**config.mk**
```make
export PLATFORM = sky130hd
export DESIGN_NAME = shiftreg_responder
export DESIGN_NICKNAME = d
export VERILOG_FILES = /design/src/rtl/shiftreg_responder.sv
export SDC_FILE = /design/constraint.sdc
export NUM_CORES = 1
export LEC_CHECK = 0
export ABC_CLOCK_PERIOD_IN_PS = 1600
export BUFFER_PORTS_ARGS = -buffer_cell sky130_fd_sc_hd__buf_2
export CORE_MARGIN = 4
export CORE_UTILIZATION = 32
export DETAILED_ROUTE_END_ITERATION = 7
export PLACE_DENSITY = 0.55
export SLEW_MARGIN = 15
export SYNTH_ARGS = -nofsm -noshare
export SYNTH_HDL_FRONTEND = slang
export SYNTH_SLANG_ARGS = --single-unit
```
**constraint.sdc**
```tcl
create_clock -name clk -period 1.6 [get_ports clk]
set_input_delay 0.16 -clock clk [delete_from_list [all_inputs] [get_ports clk]]
set_output_delay 0.16 -clock clk [all_outputs]
set_load 0.03 [all_outputs]
```
**src/rtl/shiftreg_responder.sv**
```systemverilog
// Responder end of the button shift-register link: loads a parallel button word
// and shifts it out MSB first on synchronised rising edges of the controller's shift clock.
module shiftreg_responder #(
  parameter int WIDTH       = 16,
  parameter bit INVERT      = 1'b1,
  parameter bit SERIAL_FILL = 1'b1
) (
  input  logic                       clk,
  input  logic                       rst_n,
  input  logic                       shiftreg_clk,
  input  logic                       shiftreg_loadn,
  input  logic [WIDTH-1:0]           buttons_in,
  output logic                       shiftreg_out,
  output logic [$clog2(WIDTH+1)-1:0] shift_count,
  output logic                       frame_done,
  output logic                       overrun
);

  localparam int CW = $clog2(WIDTH+1);
  localparam logic [CW-1:0] FULL = CW'(WIDTH);
  localparam logic [CW-1:0] LAST = CW'(WIDTH - 1);

  logic clkSync1_q, clkSync2_q, clkDly_q;
  logic loadnSync1_q, loadnSync2_q;
  logic clkRise;

  logic [WIDTH-1:0] sr_q, sr_d;
  logic [CW-1:0]    shiftCount_q, shiftCount_d;
  logic             frameDone_q, frameDone_d;
  logic             overrun_q, overrun_d;

  // Loadn idles high so a reset link does not look like a load in progress
  always_ff @(posedge clk or negedge rst_n) begin
    if (!rst_n) begin
      clkSync1_q   <= 1'b0;
      clkSync2_q   <= 1'b0;
      clkDly_q     <= 1'b0;
      loadnSync1_q <= 1'b1;
      loadnSync2_q <= 1'b1;
    end else begin
      clkSync1_q   <= shiftreg_clk;
      clkSync2_q   <= clkSync1_q;
      clkDly_q     <= clkSync2_q;
      loadnSync1_q <= shiftreg_loadn;
      loadnSync2_q <= loadnSync1_q;
    end
  end

  assign clkRise = clkSync2_q & ~clkDly_q;

  // Load is level-sensitive and masks any shift edge seen while it is held
  always_comb begin
    sr_d         = sr_q;
    shiftCount_d = shiftCount_q;
    overrun_d    = overrun_q;
    frameDone_d  = 1'b0;
    if (!loadnSync2_q) begin
      sr_d         = buttons_in ^ {WIDTH{INVERT}};
      shiftCount_d = '0;
      overrun_d    = 1'b0;
    end else if (clkRise) begin
      sr_d = {sr_q[WIDTH-2:0], SERIAL_FILL};
      if (shiftCount_q == FULL) begin
        overrun_d = 1'b1;
      end else begin
        shiftCount_d = shiftCount_q + 1'b1;
        frameDone_d  = (shiftCount_q == LAST);
      end
    end
  end

  always_ff @(posedge clk or negedge rst_n) begin
    if (!rst_n) begin
      sr_q         <= {WIDTH{INVERT}};
      shiftCount_q <= '0;
      frameDone_q  <= 1'b0;
      overrun_q    <= 1'b0;
    end else begin
      sr_q         <= sr_d;
      shiftCount_q <= shiftCount_d;
      frameDone_q  <= frameDone_d;
      overrun_q    <= overrun_d;
    end
  end

  assign shiftreg_out = sr_q[WIDTH-1];
  assign shift_count  = shiftCount_q;
  assign frame_done   = frameDone_q;
  assign overrun      = overrun_q;

endmodule
```
==> impl.org <==
** Worst setup path
- FF-to-FF setup slack :: 0.24 ns
- Critical-path maximum fanout :: 5
- STA classifies the critical path startpoint as a flip-flop.
- STA classifies the critical path endpoint as a flip-flop.
- The critical path is of the reg -> reg type.
- CP required :: 1.80 ns
- Worst reg2reg path startpoint :: shift_count[0]$_DFFE_PN0P_
- In this run the critical register-to-register path is captured at shift_count[0]$_DFFE_PN0P_.
- Arrival time worst endpoint :: 1.56 ns
- Number of cell instances on the worst register-to-register path :: 5

** Cells and area
- Area of all placed cells without fillers :: 0.00160 mm²
- Count of inserted antenna diode cells :: 0
- Seq. cell area :: 723 µm²
- The area growth from synthesis to layout is 23.9%.
- Layout filler cell count :: 348
- At the end of the flow, the number of nets in the layout was 153.
- The multi-input combinational cells in the finished layout cover a total of 509 µm².
- Of the cells placed in the final design, the portion with a size suffix greater than 1 is 0.411.

** Worst hold path
- For hold timing, the worst endpoint is sr_q[2]$_DFFE_PN1P_.
- In this run the most critical hold path is launched from buttons_in[2].
- The worst hold path was traced through 2 stages.
- The worst hold path belongs to the class in -> reg.

** Timing
- Setup violations remaining at the end of the flow were counted as 0.
- Final number of max-transition violations :: 0
- Largest clock skew in the final design :: 0.00824 ns
- RSZ-0062 raised after global routing :: no
- Worst slew margin relative to its limit :: 0.602
- Derived from the worst setup path, the maximum achievable clock frequency is 738 MHz.
- Final worst path period share :: 0.847
- Fin. Hold Viols :: 0
- Shortest clock period the worst path allows after layout :: 1.36 ns
- Sum Neg Setup Slack :: 0 ns
- For the pin with the worst max-slew slack, the measured transition is 0.597 ns.

** CTS
- Clock tree synthesis found a total of 28 sinks.
- Counting along the longest clock path gives a buffer depth of 2.
- Root Buffer :: clkbuf_8
- Counting the buffers created by CTS gives 3.
- After clock tree synthesis, the repair step resized 0 gates.
- TritonCTS built the clock tree.
- Post-CTS clock slew at the launch and capture registers of the worst setup and hold paths :: 0.09 ns
- CTS H-tree depth :: 1
- Clock latency reported for the late side of the worst-skew pair :: 0.27 ns

** Die
- Cell Rows :: 22
- The core region is 0.00377 mm².
- Overall die width :: 71.5 µm
- The floorplan step defined a die boundary enclosing 0.00511 mm².
- 28 I/O pins were placed.
- Initial cell density of the core :: 0.342
- The die is 71.5 µm tall.

** Place
- During placement, the flow inserted port buffers numbering 27.
- Once detailed placement completed, the half-perimeter wirelength came to 1.49 mm.
- Placed cell area :: 0.00148 mm²
- RePlAce Congestion :: 0.716

** Pwr
- The completed layout was analyzed and its total power is 1440 µW.
- Pleak :: 0.000765 µW
- Worst IR Drop VDD :: 625 µV
- Power spread over the standard cell area amounts to 903 mW/mm².

** Yosys
- Of the synthesized area, sequential elements account for 0.561.
- Yosys mapped the design onto 19 distinct sky130hd cell types.
- Syn nets :: 117
- Of the post-synthesis cell area, the dominant cell type holds 0.367.
- By area the synthesized netlist is led by dfstp_2 37%, mux2i_1 26%, dfrtp_1 19%, ha_1 2.9%, nor2b_4 2.1%.
- Area of the mapped netlist :: 0.00129 mm²
- EDFF count, synth :: 0
- Summed over all instances, the cell type with the most area after synthesis is dfstp_2.
- For this run, the leading register cell type out of synthesis is dfstp_2.
- Synthesis handed over a netlist of 94 instances.
- Post-synthesis area per instance :: 13.7 µm²
- After synthesis, the share of flip-flops with an asynchronous set or reset is 1.00.
- Yosys printed 0 warnings.
- Leading cell type by number of instances after synthesis :: mux2i_1
- Post-synthesis register bit count :: 28
- Leading post-synthesis cells by instance count :: 34 x mux2i_1, 18 x dfstp_2, 10 x dfrtp_1

** Global route
- Overall routing resource usage :: 0.0927
- For this run the aggregate overflow at the end of global routing stands at 0.
- Number of global-route vias before repair :: 801
- Global-route wire length before repair :: 3.71 mm
- Entering global routing, the biggest net connects 29 pins.
- The initial antenna violation count is 0.

** Detailed routing
- DRC violation count after routing :: 0
- In the final routed layout, each cell accounts on average for 12.1 µm.
- DR vias/cell :: 4.49
- Total number of vias :: 795
- The detail route stage leaves a number of antenna-violating nets equal to 0.
- After detailed routing, the total wire length is 2.14 mm.
- The first detailed-routing pass ran for 2 iterations.
- Number of design-rule violations left by the first detailed-router iteration :: 55

** Run
- Count of maximum capacitance violations :: 0

** Outcome
- The run finished with clean final reports.
## layer usage
| metal | vias to the layer above | track usage | routed length (µm) |
|---|---|---|---|
| li1 | 396 | - | - |
| met1 | 375 | 0.0983 | 864 |
| met2 | 20 | 0.164 | 1110 |
| met3 | 4 | 0.0393 | 140 |
| met4 | 0 | 0.0313 | 29 |
| met5 | - | 0 | 0 |
## state kept, by name (all words and copies together) (netlist names)
signal,flops
loadnSync1_q,1
sr_q,16
clkSync1_q,1
frame_done,1
loadnSync2_q,1
clkSync2_q,1
clkDly_q,1
overrun,1
shift_count,5
## cells by family after synthesis
logic type,after synthesis,share of synthesized area
and+or+nand+nor,15,0.0786
buffers and inverters,9,0.0446
adders and majority gates,3,0.0291
AOI/OAI and AO/OA,5,0.0233
DFF,28,0.561
muxes,34,0.264
## layout by cell type (no fill, tap or decap)
master         count
a21oi_1            3
a41o_1             1
and3_1             2
and4bb_4           1
buf_12             2
buf_2             27
clkbuf_1           1
clkbuf_8           3
dfrtp_1           10
dfstp_2           18
dlygate4sd3_1      7
ha_1               3
inv_1              4
mux2i_1           34
nand2_1            6
nand2b_1           1
nand4_1            1
nor2_1             1
nor2b_1            1
nor2b_4            2
o21ai_0            1
## worst max path at each step
stage,end,from,slack [ns],cells after the start
global placement,shift_count[0]$_DFFE_PN0P_,shift_count[0]$_DFFE_PN0P_,0.33,5
floorplan,shift_count[0]$_DFFE_PN0P_,shift_count[0]$_DFFE_PN0P_,0.16,5
CTS,shift_count[0]$_DFFE_PN0P_,shift_count[0]$_DFFE_PN0P_,0.24,5
global route,shift_count[0]$_DFFE_PN0P_,shift_count[0]$_DFFE_PN0P_,0.16,5
detailed placement,shift_count[0]$_DFFE_PN0P_,shift_count[0]$_DFFE_PN0P_,0.26,5
finish,shift_count[0]$_DFFE_PN0P_,shift_count[0]$_DFFE_PN0P_,0.24,5
## stage by stage
stage / std cells / hold WS, ns / setup WS (ns) / utilization
floorplan: 94 / -0.136 / 0.156 / -
global placement: 166 / 0.209 / 0.326 / 0.393
CTS: 173 / 0.00417 / 0.241 / 0.413
finish: 177 / 0.0131 / 0.244 / 0.424
global route: 177 / 0.00670 / 0.160 / 0.424
detailed placement: 166 / 0.207 / 0.263 / 0.393
## final cells by class
cell class	instances	area share
multi-input combinational	57	0.319
clock buffer	4	0.0282
timing repair buffer	36	0.153
inverter	4	0.00940
sequential	28	0.453
tap	48	0.0376
## power by group
group          switching, µW  internal [µW]
sequential              38.5            808
clock                    205            178
combinational            102            111
total                    345           1100
## critical path, cell delays in order (launching register included)
cell,delay (ns)
dfrtp_1,0.42
inv_1,0.08
ha_1,0.20
and4bb_4,0.22
nor2b_4,0.17
mux2i_1,0.20
## repair_timing
item | in CTS | in global routing
endpoints found under the hold margin | 12 | 4
setup endpoints to repair | 0 | 0
hold buffers | 3 | 4
setup buffers | 0 | 0
(Power assumes the default switching activity.)
